### config.mk
export PLATFORM = sky130hd
export DESIGN_NAME = device_rfe_rep_flat
export DESIGN_NICKNAME = d
export VERILOG_FILES = /design/src/rtl/rfe_pkg.sv /design/src/rtl/device_rfe_rep_if.sv /design/src/rtl/rm_corr_unit.sv /design/src/rtl/device_rfe_rep.sv /design/src/flat_wrapper.sv
export SDC_FILE = /design/constraint.sdc
export NUM_CORES = 2
export LEC_CHECK = 0
export ABC_CLOCK_PERIOD_IN_PS = 19500
export CORE_AREA = 2 2 619 621
export DETAILED_ROUTE_END_ITERATION = 12
export DIE_AREA = 0 0 621 623
export SLEW_MARGIN = 10
export SYNTH_ARGS = -nofsm -noshare
export SYNTH_HDL_FRONTEND = slang
export SYNTH_SLANG_ARGS = --single-unit
### constraint.sdc
create_clock -name clk -period 19.5 [get_ports clk]
set_clock_uncertainty 0.15 [all_clocks]
set_input_delay 2.925 -clock clk [delete_from_list [all_inputs] [get_ports clk]]
set_output_delay 2.925 -clock clk [all_outputs]
set_load 0.01 [all_outputs]
### src/rtl/rfe_pkg.sv
// Shared RM(1,5) constants, FSM state encodings and the first-order pattern
// generator used by the reproduction stage and by generator-side checks.
package rfe_pkg;

  localparam int RM_N = 32;
  localparam int RM_K = 6;

  localparam logic [2:0] ST_IDLE   = 3'd0;
  localparam logic [2:0] ST_LOAD   = 3'd1;
  localparam logic [2:0] ST_SCAN   = 3'd2;
  localparam logic [2:0] ST_COMMIT = 3'd3;
  localparam logic [2:0] ST_DONE   = 3'd4;

  // pattern[u] = parity(mask & u): the codeword of info bits {mask, 0}
  function automatic logic [RM_N-1:0] rm_pattern(input logic [4:0] mask);
    logic [RM_N-1:0] p;
    for (int u = 0; u < RM_N; u++) begin
      p[u] = ^(mask & u[4:0]);
    end
    return p;
  endfunction

endpackage

### src/rtl/device_rfe_rep_if.sv
// Bundle of the reproduction-stage data/handshake signals; master drives start
// and readouts, slave (the decoder) returns the recovered word. RFE_REP_ERRCNT_EN adds error counts.
interface device_rfe_rep_if #(
  parameter int BLOCKS = 22
);
  import rfe_pkg::*;

  logic                     start;
  logic [BLOCKS*RM_N-1:0]   rprime_noisy;
  logic [BLOCKS*RM_N-1:0]   helper_data;
  logic [BLOCKS*RM_K-1:0]   x_rec;
  logic [BLOCKS-1:0]        key;
  logic                     busy;
  logic                     complete;
`ifdef RFE_REP_ERRCNT_EN
  logic [BLOCKS*6-1:0]      blk_errs;
  logic [15:0]              total_errs;

  modport master (
    output start, rprime_noisy, helper_data,
    input  x_rec, key, busy, complete, blk_errs, total_errs
  );
  modport slave (
    input  start, rprime_noisy, helper_data,
    output x_rec, key, busy, complete, blk_errs, total_errs
  );
`else
  modport master (
    output start, rprime_noisy, helper_data,
    input  x_rec, key, busy, complete
  );
  modport slave (
    input  start, rprime_noisy, helper_data,
    output x_rec, key, busy, complete
  );
`endif

endinterface

### src/rtl/rm_corr_unit.sv
// Combinational RM(1,5) correlator: C = 32 - 2*dist(y_blk, pattern(mask)).
// Zero latency, no flow control; shared across all candidates by the FSM.
module rm_corr_unit
  import rfe_pkg::*;
(
  input  logic [RM_N-1:0]   y_blk,
  input  logic [4:0]        mask,
  output logic signed [6:0] corr
);

  logic [RM_N-1:0] diff;
  logic [5:0]      pop;

  always_comb begin
    diff = y_blk ^ rm_pattern(mask);
    pop  = 6'($countones(diff));
    // 7-bit wraparound yields the signed result directly (-32..+32)
    corr = $signed(7'd32 - {pop, 1'b0});
  end

endmodule

### src/rtl/device_rfe_rep.sv
// Fuzzy-extractor reproduction: serial ML RM(1,5) decode, 33 cycles/block, complete at E+2+33*BLOCKS.
// No backpressure; start edges outside IDLE are dropped. RFE_REP_ERRCNT_EN adds blk_errs/total_errs.
module device_rfe_rep
  import rfe_pkg::*;
#(
  parameter int BLOCKS = 22,
  parameter int N      = RM_N,
  parameter int K      = RM_K
) (
  input  logic               clk,
  input  logic               rst_n,
  device_rfe_rep_if.slave    bus
);

  localparam int BLK_W = (BLOCKS > 1) ? $clog2(BLOCKS) : 1;

  logic [2:0]          state_q, state_d;
  logic                start_prev_q, start_prev_d;
  logic [BLOCKS*N-1:0] y_q, y_d;
  logic [BLK_W-1:0]    blk_idx_q, blk_idx_d;
  logic [4:0]          mask_q, mask_d;
  logic [5:0]          best_abs_q, best_abs_d;
  logic [4:0]          best_mask_q, best_mask_d;
  logic                best_neg_q, best_neg_d;
  logic [BLOCKS*K-1:0] x_int_q, x_int_d;
  logic [BLOCKS*K-1:0] x_rec_q, x_rec_d;
  logic [BLOCKS-1:0]   key_q, key_d;
  logic                complete_q, complete_d;

  logic [N-1:0]        y_blk;
  logic signed [6:0]   corr;
  logic [6:0]          corr_neg;
  logic [5:0]          corr_abs;
  logic                start_rise;
  logic [BLOCKS-1:0]   key_calc;

`ifdef RFE_REP_ERRCNT_EN
  logic [BLOCKS*6-1:0] errs_int_q, errs_int_d;
  logic [BLOCKS*6-1:0] blk_errs_q, blk_errs_d;
  logic [15:0]         total_errs_q, total_errs_d;
  logic [15:0]         total_calc;
  logic [16:0]         total_acc;
`endif

  assign start_rise = bus.start & ~start_prev_q;
  assign y_blk      = y_q[blk_idx_q*N +: N];

  rm_corr_unit u_corr (
    .y_blk (y_blk),
    .mask  (mask_q),
    .corr  (corr)
  );

  always_comb begin
    corr_neg = 7'd0 - corr;
    corr_abs = corr[6] ? corr_neg[5:0] : corr[5:0];
  end

  // Key bit is the majority of the block's six recovered bits; 3/3 resolves to 0.
  always_comb begin
    key_calc = '0;
    for (int b = 0; b < BLOCKS; b++) begin
      key_calc[b] = ($countones(x_int_q[b*K +: K]) >= 4);
    end
  end

`ifdef RFE_REP_ERRCNT_EN
  always_comb begin
    total_acc = '0;
    for (int b = 0; b < BLOCKS; b++) begin
      total_acc = total_acc + 17'(errs_int_q[b*6 +: 6]);
      if (total_acc[16]) total_acc = 17'h0FFFF;
    end
    total_calc = total_acc[15:0];
  end
`endif

  always_comb begin
    state_d      = state_q;
    start_prev_d = bus.start;
    y_d          = y_q;
    blk_idx_d    = blk_idx_q;
    mask_d       = mask_q;
    best_abs_d   = best_abs_q;
    best_mask_d  = best_mask_q;
    best_neg_d   = best_neg_q;
    x_int_d      = x_int_q;
    x_rec_d      = x_rec_q;
    key_d        = key_q;
    complete_d   = 1'b0;
`ifdef RFE_REP_ERRCNT_EN
    errs_int_d   = errs_int_q;
    blk_errs_d   = blk_errs_q;
    total_errs_d = total_errs_q;
`endif

    case (state_q)
      ST_IDLE: begin
        if (start_rise) state_d = ST_LOAD;
      end
      ST_LOAD: begin
        y_d       = bus.rprime_noisy ^ bus.helper_data;
        blk_idx_d = '0;
        mask_d    = '0;
        state_d   = ST_SCAN;
      end
      ST_SCAN: begin
        // Strict compare keeps the lowest mask on ties.
        if (mask_q == 5'd0 || corr_abs > best_abs_q) begin
          best_abs_d  = corr_abs;
          best_mask_d = mask_q;
          best_neg_d  = corr[6];
        end
        if (mask_q == 5'd31) state_d = ST_COMMIT;
        else                 mask_d  = mask_q + 5'd1;
      end
      ST_COMMIT: begin
        x_int_d[blk_idx_q*K +: K] = {best_mask_q, best_neg_q};
`ifdef RFE_REP_ERRCNT_EN
        errs_int_d[blk_idx_q*6 +: 6] = (6'd32 - best_abs_q) >> 1;
`endif
        mask_d = '0;
        if (blk_idx_q == BLK_W'(BLOCKS-1)) begin
          state_d = ST_DONE;
        end else begin
          blk_idx_d = blk_idx_q + 1'b1;
          state_d   = ST_SCAN;
        end
      end
      ST_DONE: begin
        x_rec_d    = x_int_q;
        key_d      = key_calc;
        complete_d = 1'b1;
`ifdef RFE_REP_ERRCNT_EN
        blk_errs_d   = errs_int_q;
        total_errs_d = total_calc;
`endif
        state_d    = ST_IDLE;
      end
      default: state_d = ST_IDLE;
    endcase
  end

  always_ff @(posedge clk or negedge rst_n) begin
    if (!rst_n) begin
      state_q      <= ST_IDLE;
      start_prev_q <= 1'b0;
      y_q          <= '0;
      blk_idx_q    <= '0;
      mask_q       <= '0;
      best_abs_q   <= '0;
      best_mask_q  <= '0;
      best_neg_q   <= 1'b0;
      x_int_q      <= '0;
      x_rec_q      <= '0;
      key_q        <= '0;
      complete_q   <= 1'b0;
`ifdef RFE_REP_ERRCNT_EN
      errs_int_q   <= '0;
      blk_errs_q   <= '0;
      total_errs_q <= '0;
`endif
    end else begin
      state_q      <= state_d;
      start_prev_q <= start_prev_d;
      y_q          <= y_d;
      blk_idx_q    <= blk_idx_d;
      mask_q       <= mask_d;
      best_abs_q   <= best_abs_d;
      best_mask_q  <= best_mask_d;
      best_neg_q   <= best_neg_d;
      x_int_q      <= x_int_d;
      x_rec_q      <= x_rec_d;
      key_q        <= key_d;
      complete_q   <= complete_d;
`ifdef RFE_REP_ERRCNT_EN
      errs_int_q   <= errs_int_d;
      blk_errs_q   <= blk_errs_d;
      total_errs_q <= total_errs_d;
`endif
    end
  end

  assign bus.x_rec    = x_rec_q;
  assign bus.key      = key_q;
  assign bus.busy     = (state_q != ST_IDLE);
  assign bus.complete = complete_q;
`ifdef RFE_REP_ERRCNT_EN
  assign bus.blk_errs   = blk_errs_q;
  assign bus.total_errs = total_errs_q;
`endif

endmodule

### src/flat_wrapper.sv
// flat-port wrapper written by rule: the top's interface ports become plain ports
module device_rfe_rep_flat import rfe_pkg::*;
#(
  parameter int BLOCKS = 22,
  parameter int N      = RM_N,
  parameter int K      = RM_K
)
  (clk, rst_n, bus_start, bus_rprime_noisy, bus_helper_data, bus_x_rec, bus_key, bus_busy, bus_complete);
  device_rfe_rep_if #(.BLOCKS(BLOCKS)) bus_i ();
  input  logic clk;
  input  logic rst_n;
  input wire logic [$bits(bus_i.start)-1:0] bus_start;
  input wire logic [$bits(bus_i.rprime_noisy)-1:0] bus_rprime_noisy;
  input wire logic [$bits(bus_i.helper_data)-1:0] bus_helper_data;
  output wire logic [$bits(bus_i.x_rec)-1:0] bus_x_rec;
  output wire logic [$bits(bus_i.key)-1:0] bus_key;
  output wire logic [$bits(bus_i.busy)-1:0] bus_busy;
  output wire logic [$bits(bus_i.complete)-1:0] bus_complete;
  assign bus_i.start = bus_start;
  assign bus_i.rprime_noisy = bus_rprime_noisy;
  assign bus_i.helper_data = bus_helper_data;
  assign bus_x_rec = bus_i.x_rec;
  assign bus_key = bus_i.key;
  assign bus_busy = bus_i.busy;
  assign bus_complete = bus_i.complete;
  device_rfe_rep #(.BLOCKS(BLOCKS), .N(N), .K(K)) u_core (.clk(clk), .rst_n(rst_n), .bus(bus_i));
endmodule
==> out/results.txt <==
status = completed
CP max-delay cell = a21oi_1
routability-driven placement congestion ratio = 1.00
Starting Density = 14.1%
Vias/cell = 3.98
area leader, netlist = dfrtp_1
clk sinks = 1016
H-tree Lvls = 4
CP max stage delay = 0.88 ns
Tmin final = 11.67 ns
asr flop ratio synth = 100%
fillers = 41499
setup_tns = 0 ns
DRT Pass-1 Iters = 6
chip height = 623 um
Hold EP = u_core.bus.x_rec[24]
final slew viol count = 0
Post-CTS Resized = 0
clock transition at the registers of the reported paths = 0.07 ns
share of the synthesized area in the top cell type = 47.4%
drc violations = 0
vias in the first global route = 44525
Final HPWL DP = 362000 um
CTS tree = built
WS Path Type = flip-flop to flip-flop
final hold vios = 0
die area = 387000 um^2
Starting DRT DRC Count = 4311
Die X = 621 um
final setup fails = 0
reg2reg start = u_core.blk_idx_q[1]
max_slew headroom = 5.48%
Worst setup SP type = flip-flop
Final Cycle Share = 59.8%
number of synthesized flops with an enable pin = 0
Critical Path Source = u_core.blk_idx_q[1]
Yosys reg bits = 1016
routed length per instance = 35.6 um
Detailed Route WL = 414000 um
Nets = 7962
f_max = 0.0857 GHz
Hold Path Depth = 1
synth warn = 0
critical path endpoint category = flip-flop
first-pass GRT wire length = 510000 um
core area = 381000 um^2
I/O Pins = 1567
HP Start = u_core.bus.x_rec[24]
Cell Area, Placed = 75000 um^2
Max-cap violations = 0
P&R area growth vs syn = 48.6%
Post-DRT Antenna Nets = 0
Yosys cell types = 71
most common cell in the netlist = dfrtp_1
Mapped Area = 53600 um^2
total grt overflow = 0
top post-synthesis cells by count = dfrtp_1 (1016), nor2_1 (821), a21oi_1 (803)
sequential fraction of the synthesis area = 47.4%
number of buffers created by CTS = 134
Clock Latency Late Sink = 0.85 ns
Synth Instances = 4892
crit-path max FO = 70
worst-margin pin slew = 1.41 ns
initial antenna violation count = 572
CP arrival = 12.22 ns
clock buffer depth = 4
reg-to-reg slack, setup = 7.83 ns
setup repair after global routing missed its margin = no
number of port buffers = 1566
CTS hold repair buffers = 0
Worst Reg-to-Reg Cells = 33
fin area = 79700 um^2
Reg-to-Reg End = u_core.best_mask_q[1]
via count = 46217
Clk Tree Root Cell = clkbuf_16
Synth area leaders = dfrtp_1 (47%), xnor2_1 (12%), a21oi_1 (7.5%)
syn_nets = 6486
CP most frequent cell = fa_1
Req. time, crit path = 20.06 ns
syn_area_per_cell = 11.0 um^2
share of cells above drive strength 1 = 11.3%
Rows = 227
min-delay worst type = flip-flop to flip-flop
Tot GR Track Use = 20.7%
pin count of the biggest net entering global routing = 217
buffer count from post-CTS setup fixing = 0
ys flop type = dfrtp_1
layout by cell type (no fill, tap or decap), types with 18 or more instances in the layout:
| cell | Yosys | final |
|---|---|---|
| mux2i_1 | 84 | 84 |
| mux4_2 | 171 | 171 |
| fa_1 | 49 | 49 |
| a21o_1 | 29 | 29 |
| o22ai_1 | 54 | 54 |
| nand2_1 | 86 | 86 |
| o21ai_0 | 27 | 27 |
| clkinv_2 | 0 | 23 |
| clkdlybuf4s50_1 | 0 | 1565 |
| nand3_1 | 25 | 25 |
| xnor2_1 | 765 | 765 |
| clkbuf_1 | 211 | 18 |
| nor2_1 | 821 | 819 |
| inv_1 | 92 | 91 |
| nor3_1 | 18 | 18 |
| buf_4 | 0 | 51 |
| ha_1 | 134 | 134 |
| a21oi_1 | 803 | 803 |
| dfrtp_1 | 1016 | 1012 |
| diode_2 | 0 | 123 |
| mux2_2 | 262 | 262 |
| clkbuf_8 | 0 | 23 |
| clkbuf_16 | 0 | 136 |
per-stage QoR:
step / setup WS (ns) / std cells / utilization (%) / hold WS, ns
5_1_grt: 7.31 / 11564 / 20.9 / 0.366
4_1_cts: 7.82 / 11502 / 20.9 / 0.358
3_3_place_gp: 7.92 / 11270 / 19.7 / 0.339
3_5_place_dp: 7.85 / 11270 / 19.7 / 0.345
2_1_floorplan: 10.40 / 4892 / - / 0.310
6_report: 7.83 / 11625 / 20.9 / 0.353
kinds of logic (layout without fill, tap and decap cells):
logic type | Yosys count | count (layout) | share of synthesized area [%]
and+or+nand+nor | 1031 | 1031 | 7.78
DFF | 1016 | 1016 | 47.4
AOI/OAI and AO/OA | 982 | 982 | 9.98
xor gates and xnor gates | 782 | 782 | 12.8
muxes | 523 | 523 | 14.4
buffers and inverters | 375 | 1947 | 2.70
adders and majority gates | 183 | 183 | 4.96
other | 0 | 123 | 0
cell type report:
class	instances	area, um^2	area share, %
multi-input cells	3501	26800	33.6
inverters	93	349	0.438
diodes	123	308	0.386
flip-flops and latches	1016	25400	31.9
clock inverters	55	584	0.733
repair buffers	1622	16200	20.3
well taps	5038	6300	7.91
clock buffers	177	3790	4.75
sequential cells by signal (all words and copies together), names as in the netlist, 5 cells and up:
| signal | cells |
|---|---|
| u_core.best_mask_q | 5 |
| u_core.x_int_q | 132 |
| u_core.bus.x_rec | 132 |
| u_core.mask_q | 5 |
| u_core.y_q | 704 |
| u_core.bus.key | 22 |
| u_core.best_abs_q | 5 |
| u_core.blk_idx_q | 5 |
per-layer routing:
layer / GRT usage (%) / wire length (um)
met5: 0 / 1500
met3: 7.11 / 37000
met1: 24.0 / 158000
met2: 35.4 / 202000
met4: 7.06 / 15600
worst max path at each step:
stage | to | slack (ns)
6_report | u_core.best_mask_q[1] | 7.83
5_1_grt | u_core.best_mask_q[1] | 7.31
4_1_cts | u_core.best_mask_q[1] | 7.82
3_5_place_dp | u_core.best_abs_q[5] | 7.85
3_3_place_gp | u_core.best_abs_q[4] | 7.92
2_1_floorplan | u_core.best_abs_q[1] | 10.40
worst max-delay path: cells and delay by family, from the launching register on:
family,cells,cell delay (ns)
flip-flops,1,0.80
AND/OR/NAND/NOR,3,0.48
XOR/XNOR,1,0.12
multiplexers,4,1.62
AO/OA/AOI/OAI,9,2.27
adder cells (fa/ha/maj),9,3.65
buffers and inverters,7,2.28
Power is left out: the tool's default activity adds up to more than one toggle a clock period on the data nets, which glitch-free logic cannot reach.
